### src/rtl/key_toggle_pkg.sv
// rtl/key_toggle_pkg.sv - shared mode encodings for the key/LED bank
package key_toggle_pkg;

    typedef logic [1:0] mode_t;

    localparam mode_t MODE_TOGGLE    = 2'd0;
    localparam mode_t MODE_FOLLOW    = 2'd1;
    localparam mode_t MODE_SET_LATCH = 2'd2;

endpackage

### src/rtl/key_debounce_ch.sv
// rtl/key_debounce_ch.sv - one key channel: 2-FF sync, counter debounce, press/release strobes
module key_debounce_ch #(
    parameter int DEBOUNCE_CYC = 4,
    parameter int CNT_W        = $clog2(DEBOUNCE_CYC + 1)
) (
    input  logic clk,
    input  logic reset,
    input  logic key_in,
    output logic stable,
    output logic press,
    output logic released,
    output logic accept_rise,
    output logic accept_fall
);

    localparam logic [CNT_W-1:0] CNT_LAST = CNT_W'(DEBOUNCE_CYC - 1);

    logic             sync1;
    logic             sync2;
    logic [CNT_W-1:0] cnt;
    logic             accept;

    // Accept decision is exported combinationally so the LED can change on the same edge as stable.
    assign accept      = (sync2 != stable) && (cnt == CNT_LAST);
    assign accept_rise = accept & sync2;
    assign accept_fall = accept & ~sync2;

    always_ff @(posedge clk or negedge reset) begin
        if (!reset) begin
            sync1    <= 1'b0;
            sync2    <= 1'b0;
            stable   <= 1'b0;
            cnt      <= '0;
            press    <= 1'b0;
            released <= 1'b0;
        end else begin
            sync1    <= key_in;
            sync2    <= sync1;
            press    <= accept_rise;
            released <= accept_fall;
            if (sync2 == stable) begin
                cnt <= '0;
            end else if (accept) begin
                stable <= sync2;
                cnt    <= '0;
            end else begin
                cnt <= cnt + 1'b1;
            end
        end
    end

endmodule

### src/rtl/key_toggle_bank.sv
// rtl/key_toggle_bank.sv - N_CH debounced keys driving LEDs in toggle, follow or set-latch mode
module key_toggle_bank
    import key_toggle_pkg::*;
#(
    parameter int    N_CH         = 4,
    parameter int    DEBOUNCE_CYC = 4,
    parameter int    CNT_W        = $clog2(DEBOUNCE_CYC + 1),
    parameter bit    KEY_POL      = 1'b1,
    parameter mode_t MODE         = MODE_TOGGLE
) (
    input  logic            clk,
    input  logic            reset,
    input  logic [N_CH-1:0] key,
    input  logic            clr,
    output logic [N_CH-1:0] led,
    output logic [N_CH-1:0] press,
    output logic [N_CH-1:0] released
);

    logic [N_CH-1:0] key_norm;
    logic [N_CH-1:0] stable;
    logic [N_CH-1:0] rise;
    logic [N_CH-1:0] fall;

    // Internally 1 always means pressed, whatever the board wiring.
    assign key_norm = KEY_POL ? key : ~key;

    for (genvar g = 0; g < N_CH; g++) begin : g_ch
        key_debounce_ch #(
            .DEBOUNCE_CYC(DEBOUNCE_CYC),
            .CNT_W       (CNT_W)
        ) u_ch (
            .clk        (clk),
            .reset      (reset),
            .key_in     (key_norm[g]),
            .stable     (stable[g]),
            .press      (press[g]),
            .released   (released[g]),
            .accept_rise(rise[g]),
            .accept_fall(fall[g])
        );
    end

    always_ff @(posedge clk or negedge reset) begin
        if (!reset) begin
            led <= '0;
        end else begin
            case (MODE)
                MODE_FOLLOW:    led <= (stable & ~fall) | rise;
                MODE_SET_LATCH: led <= clr ? '0 : (led | rise);
                default:        led <= clr ? '0 : (led ^ rise);
            endcase
        end
    end

endmodule

### config.mk
export PLATFORM = sky130hd
export DESIGN_NAME = key_toggle_bank
export DESIGN_NICKNAME = d
export VERILOG_FILES = /design/src/rtl/key_toggle_pkg.sv /design/src/rtl/key_debounce_ch.sv /design/src/rtl/key_toggle_bank.sv
export SDC_FILE = /design/constraint.sdc
export NUM_CORES = 1
export LEC_CHECK = 0
export ABC_AREA = 1
export CORE_MARGIN = 2
export CORE_UTILIZATION = 29
export DETAILED_ROUTE_END_ITERATION = 10
export PLACE_DENSITY = 0.58
export SETUP_SLACK_MARGIN = 0.05
export SYNTH_ARGS = -nofsm -noshare
export SYNTH_HDL_FRONTEND = slang
export SYNTH_SLANG_ARGS = --single-unit
### constraint.sdc
create_clock -name clk -period 1.1 [get_ports clk]
set_input_delay 0.22 -clock clk [delete_from_list [all_inputs] [get_ports clk]]
set_output_delay 0.22 -clock clk [all_outputs]
set_load 0.005 [all_outputs]
After elaboration in Yosys (flattened, before gate mapping)
Index checks and enable logic that the tools add are counted.
- output and inout bits: 12
- word-level logic and storage cells: 75
- flip-flop bits (word level): 36
- bits of input ports: 7
- muxes and demuxes: 9
- add/subtract/negate cells: 4
- reduce and logical (&&, ||, !) cells: 8
- bitwise operators: 17
- equal/unequal tests: 12
- operators by type and width (operator ; number):
    two-way mux 3 bit ; 8
    adder 3 x 1 -> 3 bit, second input constant ; 4
    equality test 3 x 2 -> 1 bit, second input constant ; 4
    AND 1 bit ; 8
    NOT 1 bit ; 8
    AND reduction 2 bit ; 4
    equality test 1 bit ; 4
    logical AND 1 bit ; 4
    two-way mux 4 bit ; 1
    inequality test 1 bit ; 4
    bitwise XOR 4 bit ; 1

Logic depth before layout (Yosys ltp)
- depth in word-level cells: 5
- mapped depth: 6

Hierarchy
From an unflattened synthesis, not the netlist that was laid out.
- cells, all modules: 121
- area total of the unflattened synthesis: 1295.0 um2
- by module, submodules not included (module ; cells an instance ; area each (um2) ; times used ; seq. area each (um2)):
    key_debounce_ch ; 25 ; 282.8 ; 4 ; 200.2
    key_toggle_bank ; 21 ; 163.9 ; 1 ; 100.1

Worst setup path after synthesis
OpenSTA, ideal clock, no wires.
- path kind: reg2reg
- from: register g_ch[3].u_ch.cnt[0]
- to: register led[3]
- data required time: 983 ps
- buffers on the path: 0
- setup slack: 84 ps
- cell stages (with the launch flop): 7
- data arrival time: 899 ps
- clock period less this slack: 1016 ps
- library setup time: 117 ps
- cells stage by stage: dfrtp_1 > ha_1 > inv_1 > nor2_1 > nand3_1 > nand2_1 > nor2_1
- longest elaborated chain between the ends: 5
- RTL lines (element ; RTL line ; RTL):
    start, declared ; key_debounce_ch.sv:20 ; logic [CNT_W-1:0] cnt;
    start signal, assigned ; key_debounce_ch.sv:47 ; cnt <= cnt + 1'b1;
    equality test 3 x 2 -> 1 bit ; key_debounce_ch.sv:24 ; assign accept = (sync2 != stable) && (cnt == CNT_LAST);
    logical AND 1 bit ; key_debounce_ch.sv:24 ;
    AND 1 bit ; key_debounce_ch.sv:25 ; assign accept_rise = accept & sync2;
    bitwise XOR 4 bit ; key_toggle_bank.sv:51 ; default: led <= clr ? '0 : (led ^ rise);
    two-way mux 4 bit ; key_toggle_bank.sv:51 ;
    end signal, assigned ; key_toggle_bank.sv:49 ; MODE_FOLLOW: led <= (stable & ~fall) | rise;
    end signal, assigned ; key_toggle_bank.sv:50 ; MODE_SET_LATCH: led <= clr ? '0 : (led | rise);
    end signal, assigned ; key_toggle_bank.sv:51 ;
    end, declared ; key_toggle_bank.sv:15 ; output logic [N_CH-1:0] led,
Every way passes these cells.
A chain may end at the register's enable or synchronous reset.

Worst setup path after layout
- from: register g_ch[0].u_ch.cnt[0]
- to: register g_ch[0].u_ch.stable
- longest elaborated chain between the ends: 3
- RTL lines (element ; RTL line ; RTL):
    start, declared ; key_debounce_ch.sv:20 ;
    start signal, assigned ; key_debounce_ch.sv:47 ;
    equality test 3 x 2 -> 1 bit ; key_debounce_ch.sv:24 ;
    logical AND 1 bit ; key_debounce_ch.sv:24 ;
    AND reduction 2 bit (no source line) ; - ;
    end signal, assigned ; key_debounce_ch.sv:44 ; stable <= sync2;
    end, declared ; key_debounce_ch.sv:9 ; output logic stable,
Every way passes these cells.

==> summary.md <==
| Metric | Value |
|---|---|
| Status | `complete, no violations` |
| Core Footprint | `4786 um2` |
| YS warnings | `0` |
| WL final | `2633 um` |
| Worst-path clk slew | `0.07 ns` |
| H-tree levels | `2` |
| Count leader, synth | `dfrtp_1` |
| Endpoints failing setup | `0` |
| Buf/Inv on CP | `3` |
| Seq/Total Area, Yosys | `61.91%` |
| Post-DP Area | `1717 um2` |
| Initial core utilization | `30.41%` |
| RSZ-0062 raised after global routing | `yes` |
| Synth Cell Area | `1455 um2` |
| Die H | `74.84 um` |
| Synth area leader | `dfrtp_1` |
| Gr busiest metal | `met2` |
| Insertion delay to the later sink of the worst-skew pair | `0.28 ns` |
| Pwr Density | `1934 nW/um2` |
| Worst-Margin Slew | `0.2763 ns` |
| Area of the multi-input gates | `523.0 um2` |
| Critical Path Fanout Max | `4` |
| Clk buf depth | `2` |
| Detailed-route via count | `985` |
| Register area | `900.9 um2` |
| Crit-path cells | `ha_2, inv_2, nor2_4, buf_4, o21ai_2, inv_1` |
| CTS tree | `yes` |
| F_max | `924.9 MHz` |
| Top post-synthesis cells by area | `dfrtp_1 62%, nor2_1 5.4%, inv_1 4.6%` |
| IO Port Bufs | `18` |
| Synthesized instance count | `138` |
| Net count after synthesis | `149` |
| # DRC | `0` |
| Post-route cell area | `1939 um2` |
| Synth top cells by count | `36 x dfrtp_1, 21 x nor2_1, 18 x inv_1` |
| CP Class | `reg2reg` |
| CTS Sinks | `36` |
| Met2 usage | `18.32%` |
| Final #Nets | `183` |
| Slew Limit Headroom | `81.51%` |
| Top Family by Delay on Critical Path | `flip-flops` |
| Drt first pass iters | `4` |
| Post-synth EDFFs | `0` |
| Pins Over Slew Limit | `0` |
| Rows | `25` |
| Pleak | `0.9227 nW` |
| CP required | `1.28 ns` |
| CP max stage delay | `0.38 ns` |
| Die W | `74.84 um` |
| Final Wtd Congestion | `0.7372` |
| ANT nets after route | `0` |
| Share of cells above drive strength 1 | `44.51%` |
| Hold bufs inserted after CTS | `0` |
| Global-route met1 utilization | `10.00%` |
| First-pass GRT wire length | `4160 um` |
| Fin crit share | `98.30%` |
| Synth Flop Type | `dfrtp_1` |
| Area growth syn-to-layout | `33.28%` |
| Max VDD drop | `0.5421 mV` |
| Total track usage | `10.30%` |
| Period minus WS final | `1.081 ns` |
| DP Wirelength | `1726 um` |
| Total CTS buffers | `5` |
| Critical Path AT | `1.26 ns` |
| Post-place setup slack | `-0.05829 ns` |
| Synthesized area per cell | `10.54 um2` |
| MaxCap Viol Count | `0` |
| Vias in the first global route | `1015` |
| Fin cells | `240` |
| Crit-path slowest cell | `dfrtp_1` |
| Pin count of the biggest net entering global routing | `37` |
| Ant diodes | `0` |
| Worst setup margin | `0.01875 ns` |
| Total Die Area | `5600 um2` |
| WHS | `0.3118 ns` |
| Synth top area share | `61.91%` |
| Final hold viol count | `0` |
| Power, Total | `3.750 mW` |
| Startpoint types | `flop` |
| Vias per inst | `4.104` |
| Root Driver | `clkbuf_8` |
| # IOs | `19` |
| Initial antenna violation count | `0` |
| Wirelength per Cell | `10.97 um` |
| Placed Cells | `221` |
| Ys async rst share | `100.0%` |
| Synth cell types | `14` |
| CP endpoint kind | `flop` |
| Routing usage on met3 | `3.347%` |
| End-of-flow core utilization | `40.52%` |
| DRT iter0 DRCs | `70` |
| Setup TNS after final layout | `0 ns` |
| Gr ovfl total | `0` |
| Setup Skew | `0.001336 ns` |
| FF+latch count, synth | `36` |
| Layout fillers | `470` |
| Hold WC Path Type | `in2async` |
-- routing by layer --
metal  vias up  part of all wire (%)
li1        480                     -
met3         6                   3.1
met2        15                    57
met1       484                    37
met5         -                     0
met4         0                   2.9
-- state kept, by name, indices dropped and copies added, names as in the netlist --
register,cells
g_ch.u_ch.sync2,4
g_ch.u_ch.cnt,12
g_ch.u_ch.stable,4
g_ch.u_ch.sync1,4
g_ch.u_ch.released,4
g_ch.u_ch.press,4
led,4
-- report_power, final --
part	leakage, nW	total (mW)	switching (mW)	internal, mW
clock network	0.0455	0.945	0.435	0.510
logic	0.408	1.08	0.541	0.534
registers	0.469	1.73	0.186	1.54
-- final cells by class --
type / count / area share, %
clock buffers: 8 / 4.645
inverters: 20 / 4.000
multi-input cells: 74 / 26.97
flip-flops and latches: 36 / 46.45
well taps: 67 / 4.323
repair buffers: 35 / 13.61
-- final timing paths --
kind / startpoint / end / slack (ns) / cells past startpoint
min: reset / g_ch[3].u_ch.press / 0.31 / 2
max: g_ch[0].u_ch.cnt[0] / g_ch[0].u_ch.stable / 0.02 / 6
min in group clk: g_ch[1].u_ch.sync1 / g_ch[1].u_ch.sync2 / 0.35 / 0
max in group asynchronous: reset / g_ch[0].u_ch.sync1 / 0.61 / 2
min reg2reg: g_ch[1].u_ch.sync1 / g_ch[1].u_ch.sync2 / 0.35 / 0
max reg2reg: g_ch[0].u_ch.cnt[0] / g_ch[0].u_ch.stable / 0.02 / 6
-- timing repair --
item	in CTS	in global routing
hold endpoints to repair	0	0
buffers inserted	5	6
resized for setup	57	21
setup endpoints to repair	17	10
pin swaps	2	14
-- cells in the final DEF (no fill, tap or decap) --
| cell type | n |
|---|---|
| ha_4 | 3 |
| inv_4 | 1 |
| nor2_1 | 17 |
| o21ai_2 | 1 |
| nand2_2 | 4 |
| nor2_4 | 7 |
| nand3_1 | 1 |
| nor3_2 | 7 |
| clkbuf_1 | 2 |
| dfrtp_1 | 36 |
| ha_2 | 1 |
| nor2_2 | 9 |
| nand2_4 | 1 |
| nor3_1 | 4 |
| inv_1 | 14 |
| buf_6 | 1 |
| nand2_1 | 13 |
| buf_2 | 12 |
| clkdlybuf4s50_1 | 6 |
| inv_2 | 5 |
| buf_12 | 1 |
| o21ai_0 | 3 |
| buf_4 | 15 |
| clkbuf_8 | 6 |
| nand3_2 | 3 |
-- cell families after synthesis --
family | share of synthesized area [%]
fa+ha+maj | 3.440
buf+inv | 9.286
flops | 61.91
compound gates | 1.376
simple gates | 23.99
Note: power is estimated with default switching activity, not from simulation.
